==> src/rtl/keypad_scanner.sv <==
// Row-scanning keypad controller: walking-zero row drive, synchronised column sampling,
// press/release debounce and one valid/ready event per press. Macro KEYPAD_HEX_MAP_EN selects the legacy 4x4 legend.
module keypad_scanner #(
  parameter int ROWS     = 4,
  parameter int COLS     = 4,
  parameter int SCAN_DIV = 1000,
  parameter int DEBOUNCE = 4,
  parameter int CODE_W   = (ROWS * COLS > 1) ? $clog2(ROWS * COLS) : 1
) (
  input  logic              clk,
  input  logic              rst,
  input  logic [COLS-1:0]   col,
  output logic [ROWS-1:0]   row,
  output logic [CODE_W-1:0] key_code,
  output logic              key_valid,
  input  logic              key_ready,
  output logic              key_held,
  output logic              overrun
);

  localparam int RIW = (ROWS > 1) ? $clog2(ROWS) : 1;
  localparam int CIW = (COLS > 1) ? $clog2(COLS) : 1;
  localparam int DW  = $clog2(SCAN_DIV);
  localparam int BW  = $clog2(DEBOUNCE + 1);

  typedef enum logic [1:0] {SCAN, DEBOUNCE_P, PRESSED} state_t;

  state_t          state, state_nxt;
  logic [COLS-1:0] col_m, col_s;
  logic [DW-1:0]   dwell;
  logic [RIW-1:0]  row_idx, row_idx_nxt, row_adv;
  logic [CIW-1:0]  col_lat, col_lat_nxt, low_col;
  logic [BW-1:0]   deb_cnt, deb_cnt_nxt;
  logic            sample, any_low, press_ok, release_ok;
  logic [CODE_W-1:0] code_new;

`ifdef KEYPAD_HEX_MAP_EN
  if (ROWS != 4 || COLS != 4) begin : g_hex_bad
    $error("KEYPAD_HEX_MAP_EN needs ROWS=4 and COLS=4");
  end

  function automatic logic [3:0] hex_code(input logic [3:0] idx);
    case (idx)
      4'd0:  return 4'h1;
      4'd1:  return 4'h2;
      4'd2:  return 4'h3;
      4'd3:  return 4'hA;
      4'd4:  return 4'h4;
      4'd5:  return 4'h5;
      4'd6:  return 4'h6;
      4'd7:  return 4'hB;
      4'd8:  return 4'h7;
      4'd9:  return 4'h8;
      4'd10: return 4'h9;
      4'd11: return 4'hC;
      4'd12: return 4'hE;
      4'd13: return 4'h0;
      4'd14: return 4'hF;
      default: return 4'hD;
    endcase
  endfunction

  assign code_new = CODE_W'(hex_code(4'({row_idx, col_lat_nxt})));
`else
  assign code_new = CODE_W'(int'(row_idx) * COLS + int'(col_lat_nxt));
`endif

  assign sample  = (dwell == DW'(SCAN_DIV - 1));
  assign any_low = ~&col_s;
  assign row_adv = (row_idx == RIW'(ROWS - 1)) ? '0 : row_idx + 1'b1;
  assign row     = ~(ROWS'(1) << row_idx);

  // Lowest-index pressed column wins.
  always_comb begin
    low_col = '0;
    for (int i = COLS - 1; i >= 0; i--) begin
      if (!col_s[i]) low_col = CIW'(i);
    end
  end

  always_comb begin
    state_nxt   = state;
    row_idx_nxt = row_idx;
    col_lat_nxt = col_lat;
    deb_cnt_nxt = deb_cnt;
    press_ok    = 1'b0;
    release_ok  = 1'b0;
    if (sample) begin
      case (state)
        SCAN: begin
          if (any_low) begin
            col_lat_nxt = low_col;
            if (DEBOUNCE == 1) begin
              press_ok    = 1'b1;
              deb_cnt_nxt = '0;
              state_nxt   = PRESSED;
            end else begin
              deb_cnt_nxt = BW'(1);
              state_nxt   = DEBOUNCE_P;
            end
          end else begin
            row_idx_nxt = row_adv;
          end
        end
        DEBOUNCE_P: begin
          if (any_low && low_col == col_lat) begin
            if (deb_cnt == BW'(DEBOUNCE - 1)) begin
              press_ok    = 1'b1;
              deb_cnt_nxt = '0;
              state_nxt   = PRESSED;
            end else begin
              deb_cnt_nxt = deb_cnt + 1'b1;
            end
          end else begin
            row_idx_nxt = row_adv;
            state_nxt   = SCAN;
          end
        end
        PRESSED: begin
          // Row stays held; only a run of idle samples ends the press.
          if (!any_low) begin
            if (deb_cnt == BW'(DEBOUNCE - 1)) begin
              release_ok  = 1'b1;
              deb_cnt_nxt = '0;
              row_idx_nxt = row_adv;
              state_nxt   = SCAN;
            end else begin
              deb_cnt_nxt = deb_cnt + 1'b1;
            end
          end else begin
            deb_cnt_nxt = '0;
          end
        end
        default: state_nxt = SCAN;
      endcase
    end
  end

  always_ff @(posedge clk) begin
    if (rst) begin
      col_m     <= '1;
      col_s     <= '1;
      dwell     <= '0;
      state     <= SCAN;
      row_idx   <= '0;
      col_lat   <= '0;
      deb_cnt   <= '0;
      key_code  <= '0;
      key_valid <= 1'b0;
      key_held  <= 1'b0;
      overrun   <= 1'b0;
    end else begin
      col_m   <= col;
      col_s   <= col_m;
      dwell   <= sample ? '0 : dwell + 1'b1;
      state   <= state_nxt;
      row_idx <= row_idx_nxt;
      col_lat <= col_lat_nxt;
      deb_cnt <= deb_cnt_nxt;
      overrun <= 1'b0;
      if (press_ok) begin
        key_held <= 1'b1;
        // A same-cycle handshake frees the slot for the new event.
        if (!key_valid || key_ready) begin
          key_code  <= code_new;
          key_valid <= 1'b1;
        end else begin
          overrun <= 1'b1;
        end
      end else if (key_valid && key_ready) begin
        key_valid <= 1'b0;
      end
      if (release_ok) key_held <= 1'b0;
    end
  end

endmodule
==> config.mk <==
export PLATFORM = sky130hd
export DESIGN_NAME = keypad_scanner
export DESIGN_NICKNAME = d
export VERILOG_FILES = /design/src/rtl/keypad_scanner.sv
export SDC_FILE = /design/constraint.sdc
export NUM_CORES = 1
export LEC_CHECK = 0
export ABC_AREA = 1
export CAP_MARGIN = 20
export CORE_MARGIN = 2
export CORE_UTILIZATION = 46
export DETAILED_ROUTE_END_ITERATION = 16
export PLACE_DENSITY = 0.77
export SYNTH_ARGS = -nofsm -noshare
export SYNTH_HDL_FRONTEND = slang
export SYNTH_SLANG_ARGS = --single-unit
==> constraint.sdc <==
create_clock -name clk -period 1.6 [get_ports clk]
set_input_delay 0.32 -clock clk [delete_from_list [all_inputs] [get_ports clk]]
set_output_delay 0.32 -clock clk [all_outputs]
set_load 0.05 [all_outputs]
# ---- Word level (Yosys, flattened, before mapping)
# Index checks and enable logic that the tools add are counted.
dict set report op_classes {
  muxes 35
  n_eq_ne 14
  add_sub_neg 4
  n_reduce_logical 17
  shift 1
  bitwise 2
}
# op count
set op_table {}
lappend op_table {{$mux 2} 17}
lappend op_table {{$mux 3} 4}
lappend op_table {{$ne 2x2->1 const B} 6}
lappend op_table {{$pmux 2 s3} 2}
lappend op_table {{$mux 1} 11}
lappend op_table {{$add 10x1->10 const B} 1}
lappend op_table {{$eq 10x10->1 const B} 1}
lappend op_table {{$pmux 3 s3} 1}
lappend op_table {{$reduce_and 4->1} 2}
lappend op_table {{$reduce_and 6->1} 1}
lappend op_table {{$reduce_or 2->1} 3}
lappend op_table {{$reduce_and 5->1} 1}
lappend op_table {{$add 4x2->4} 1}
lappend op_table {{$eq 2x2->1 const B} 2}
lappend op_table {{$not 4->4} 1}
lappend op_table {{$reduce_and 2->1} 2}
lappend op_table {{$shl 1x2->4 const A} 1}
lappend op_table {{$add 3x1->3 const B} 1}
lappend op_table {{$eq 3x2->1 const B} 1}
lappend op_table {{$ne 3x3->1 const B} 1}
lappend op_table {{$reduce_bool 3->1} 1}
lappend op_table {{$add 2x1->2 const B} 1}
lappend op_table {{$eq 2x1->1 const B} 1}
lappend op_table {{$eq 2x2->1} 1}
lappend op_table {{7 further kinds} 9}
dict set report word_totals {
  in_bits 7
  ff_bits 34
}

# ---- Logic depth before layout (Yosys ltp)
dict set report depth {
  ltp_word 11
  depth_mapped 11
  mapped_depth_nobuf 11
}

# ---- Worst setup path after synthesis
# Ideal clock, no wire load.
dict set report synth_path {
  path_type {register to register}
  from {register state[0]}
  to {register row_idx[0]}
  required_ps 1486
  period_less_slack_ps 1404
  arrival_time_ps 1290
  stages_incl_launch_ff 10
  n_path_buf 0
  setup_slack_ps 196
  cell_sequence {dfxtp_1 > inv_1 > ha_1 > inv_1 > nor2_1 > or2_0 > nor2_2 > nand2_2 > a21oi_1 > nor2_1}
}
dict set report synth_between {
  elab_chain_len 3
  word_cells_on_any_way 10
}
# element line_no
set synth_rtl {}
lappend synth_rtl {{start, declared} 28} ;# state_t state, state_nxt;
lappend synth_rtl {{start signal, assigned} 156} ;# state <= state_nxt;
lappend synth_rtl {{$eq 2x1->1 (tied with other cells)} 89} ;# case (state)
lappend synth_rtl {{$ne 2x2->1 (no source line) or $reduce_bool 3->1 (tied branches)} -}
lappend synth_rtl {{$reduce_and 6->1 (no source line)} -}
lappend synth_rtl {{end signal, assigned} 157} ;# row_idx <= row_idx_nxt;
lappend synth_rtl {{end, declared} 31} ;# logic [RIW-1:0] row_idx, row_idx_nxt, row_adv;
# Several ways; a longest one is shown, not always the timed one.
# A chain may end at the register's enable or synchronous reset.

# ---- Worst setup path after layout
dict set report layout_path {
  from {register row_idx[0]}
  to {output row[2]}
}
dict set report layout_between {
  elab_chain_len 2
}
# element line_no
set layout_rtl {}
lappend layout_rtl {{$shl 1x2->4} 71} ;# assign row = ~(ROWS'(1) << row_idx);
lappend layout_rtl {{$not 4->4} 71}
lappend layout_rtl {{end, declared} 13} ;# output logic [ROWS-1:0] row,
# Every way passes these cells.

==> results.yml <==
outcome:
  status: "completed"
clocking:
  numCtsBuffers: 5
  h-tree-depth: 2
  clkSinkCount: 34
  clock_latency_ns: 0.34
  clk_transition_reported_paths_ns: 0.10
  cts_tree: "done"
  cts-root-buf: "clkbuf_4"
  clockBufferDepth: 2
drt:
  vias_per_cell: 4.593
  vias: 1332
  wl_met3_microns: 122
  wl_met2_mm: 1.306
  drtIter0Drc: 42
  dr.pass1.iters: 4
  drt-total-wl_mm: 2.820
  wl_per_cell_microns: 9.724
  wirelength_met1_mm: 1.353
  highest_layer: "met4"
  drc: 0
  drtAntennaViolNets: 0
sta:
  worstMarginPinSlew_ns: 0.2396
  fmax_mhz: 662.2
  final.min_clock_period_ns: 1.510
  hold_violations: 0
  hold_ws_ns: 0.4193
  maxSlewViolCount: 0
  finalSetupViolations: 0
  relSlewSlack_pct: 84.01
  period_share_pct: 94.38
  fin_worst_skew_ns: 0.007013
critical_path:
  crit_chain: "inv_2 -> ha_1 -> inv_1 -> buf_12"
  slowest_stage: "dfxtp_2"
  cp_top_family: "flip-flops"
  critical_path_arrival_ns: 1.19
  critPathMaxStageDelay_ns: 0.38
  worstSetupPathType: "flop to output port"
  cp.required_ns: 1.28
  cp_max_fo: 4
  endpoint_kind: "output port"
  critPathBufInv: 3
  worstSetupStartpointType: "flop"
synth:
  syn-cell-area_sq_mm: 0.001625
  synth_cell_type_count: 28
  async_flop_share_pct: 0
  ys_seq_area_share_pct: 41.88
  synth_flop_cell: "dfxtp_1"
  postSynthNetCount: 231
  synth_warnings: 0
  synth_area_per_cell_sq_um: 7.595
  syn_inst: 214
  synth_edf_count: 0
  ys_ff_latch: 34
power_and_ir_drop:
  p_clk_share_pct: 34.1
  p_int_mw: 1.115
  p_sw_share_pct: 23.65
  power.share.sequential_pct: 59.5
  vdd_drop_max_uv: 583.4
  power.net_switching_mw: 0.3456
  combPwrFrac_pct: 6.4
  power_density_mw_per_mm2: 720.3
  cellLeakagePower_nw: 0.8681
place:
  io_buffers: 17
  place.gp.congestion: 0.8092
  dp_hpwl_mm: 2.101
final_layout:
  fin_nets: 260
  antennaDiodeCount: 0
  utilization_pct: 60.31
  layout_common_cells: "nand2_1, inv_1, dfxtp_1"
  drive_gt1_share_pct: 28.28
  syn_to_final_growth_pct: 24.79
  final_common_cell: "nand2_1"
hold_path:
  hp-class: "flop to flop"
floorplanning:
  dieArea_sq_mm: 0.004025
  rows: 21
  die_height_microns: 63.44
  start_util_pct: 48.33
  core_area_sq_mm: 0.003363
  die_x_microns: 63.44
  boundaryPins: 18
global_routing:
  grt_max_degree: 13
  grt_first_pass_wirelength_mm: 5.043
  grtUsageTotal_pct: 15.66
  grt_pass1_vias: 1223
  overflow: 0
  antenna_found_initial: 0
job:
  cap_violations: 0
cells in the mapped netlist (3+ instances only):
library cell | instances | area share [%]
nand2_2 | 4 | 1.5
a21oi_1 | 12 | 3.7
inv_1 | 31 | 7.2
ha_1 | 10 | 7.7
nand3_1 | 8 | 2.5
nor2_2 | 3 | 1.2
nand2_1 | 40 | 9.2
dfxtp_1 | 34 | 42
nand4_1 | 4 | 1.5
o21ai_0 | 6 | 1.8
nor2_1 | 28 | 6.5
or2_2 | 9 | 3.5
nor3_1 | 5 | 1.5
registers in the layout, indices dropped and copies added, names as in the netlist:
register	cells
col_m	4
dwell	10
state	2
col_lat	2
key_held	1
col_s	4
deb_cnt	3
overrun	1
key_valid	1
key_code	4
row_idx	2
final timing paths:
check / slack [ns] / cells past startpoint / start / end
max: 0.09 / 4 / row_idx[0] / row[2]
min: 0.42 / 1 / col_m[0] / col_s[0]
max reg2reg: 0.15 / 8 / dwell[0] / deb_cnt[0]
min reg2reg: 0.42 / 1 / col_m[0] / col_s[0]
cells by family (layout without fill, tap and decap cells):
| family | after synthesis | count (layout) | share of synthesized area, % |
|---|---|---|---|
| flip-flops | 34 | 34 | 41.88 |
| AND/OR/NAND/NOR | 112 | 112 | 33.72 |
| XOR/XNOR | 3 | 3 | 1.617 |
| adder cells (fa/ha/maj) | 10 | 10 | 7.698 |
| AO/OA/AOI/OAI | 20 | 20 | 6.390 |
| buffers and inverters | 35 | 65 | 8.699 |
through the flow:
step	setup WS (ns)	setup TNS (ns)	instances	total power, mW	cell area [sq um]
finish	0.08986	0	290	1.461	2028
global route	-0.005197	-0.005197	290	1.539	2028
CTS	0.01520	0	289	1.471	1974
global placement	0.04862	0	281	0.9732	1903
floorplan	0.1960	0	214	0.9466	1625
detailed placement	0.01434	0	281	0.9758	1903
power groups by stage:
stage	Sequential, mW	Clock (mW)	Combinational [mW]
after floorplan	0.887	0	0.0595
after global placement	0.888	0	0.0853
after detailed placement	0.889	0	0.0873
after CTS	0.869	0.514	0.0881
after global routing	0.873	0.560	0.106
final	0.870	0.498	0.0934
layout make-up:
| cell class | instances | area, sq um |
|---|---|---|
| multi-input combinational | 145 | 848.3 |
| tap | 46 | 57.56 |
| timing repair buffer | 24 | 245.2 |
| clock buffer | 6 | 51.30 |
| clock inverter | 2 | 12.51 |
| sequential | 34 | 689.4 |
| inverter | 33 | 123.9 |
| fill | 302 | 1335 |
metal layers:
layer / GRT usage [%] / vias up
li1: - / 722
met1: 19.40 / 582
met2: 25.13 / 23
met3: 5.893 / 5
met4: 4.891 / 0
met5: 0 / -
timing repair:
item / in CTS / in global routing
gates cloned: 0 / 0
endpoints found under the setup margin: 3 / 19
buffers inserted: 0 / 1
hold buffers: 0 / 0
pin swaps: 0 / 4
resized for setup: 2 / 21
worst reg2reg max path, cell delays in order (launching register included):
cell,delay (ns)
dfxtp_2,0.35
ha_2,0.18
inv_2,0.06
nor2_4,0.11
nand3_4,0.12
nor3_4,0.26
nand2_1,0.11
o21ai_1,0.12
nor2_1,0.05
Note: power is estimated with default switching activity, not from simulation.
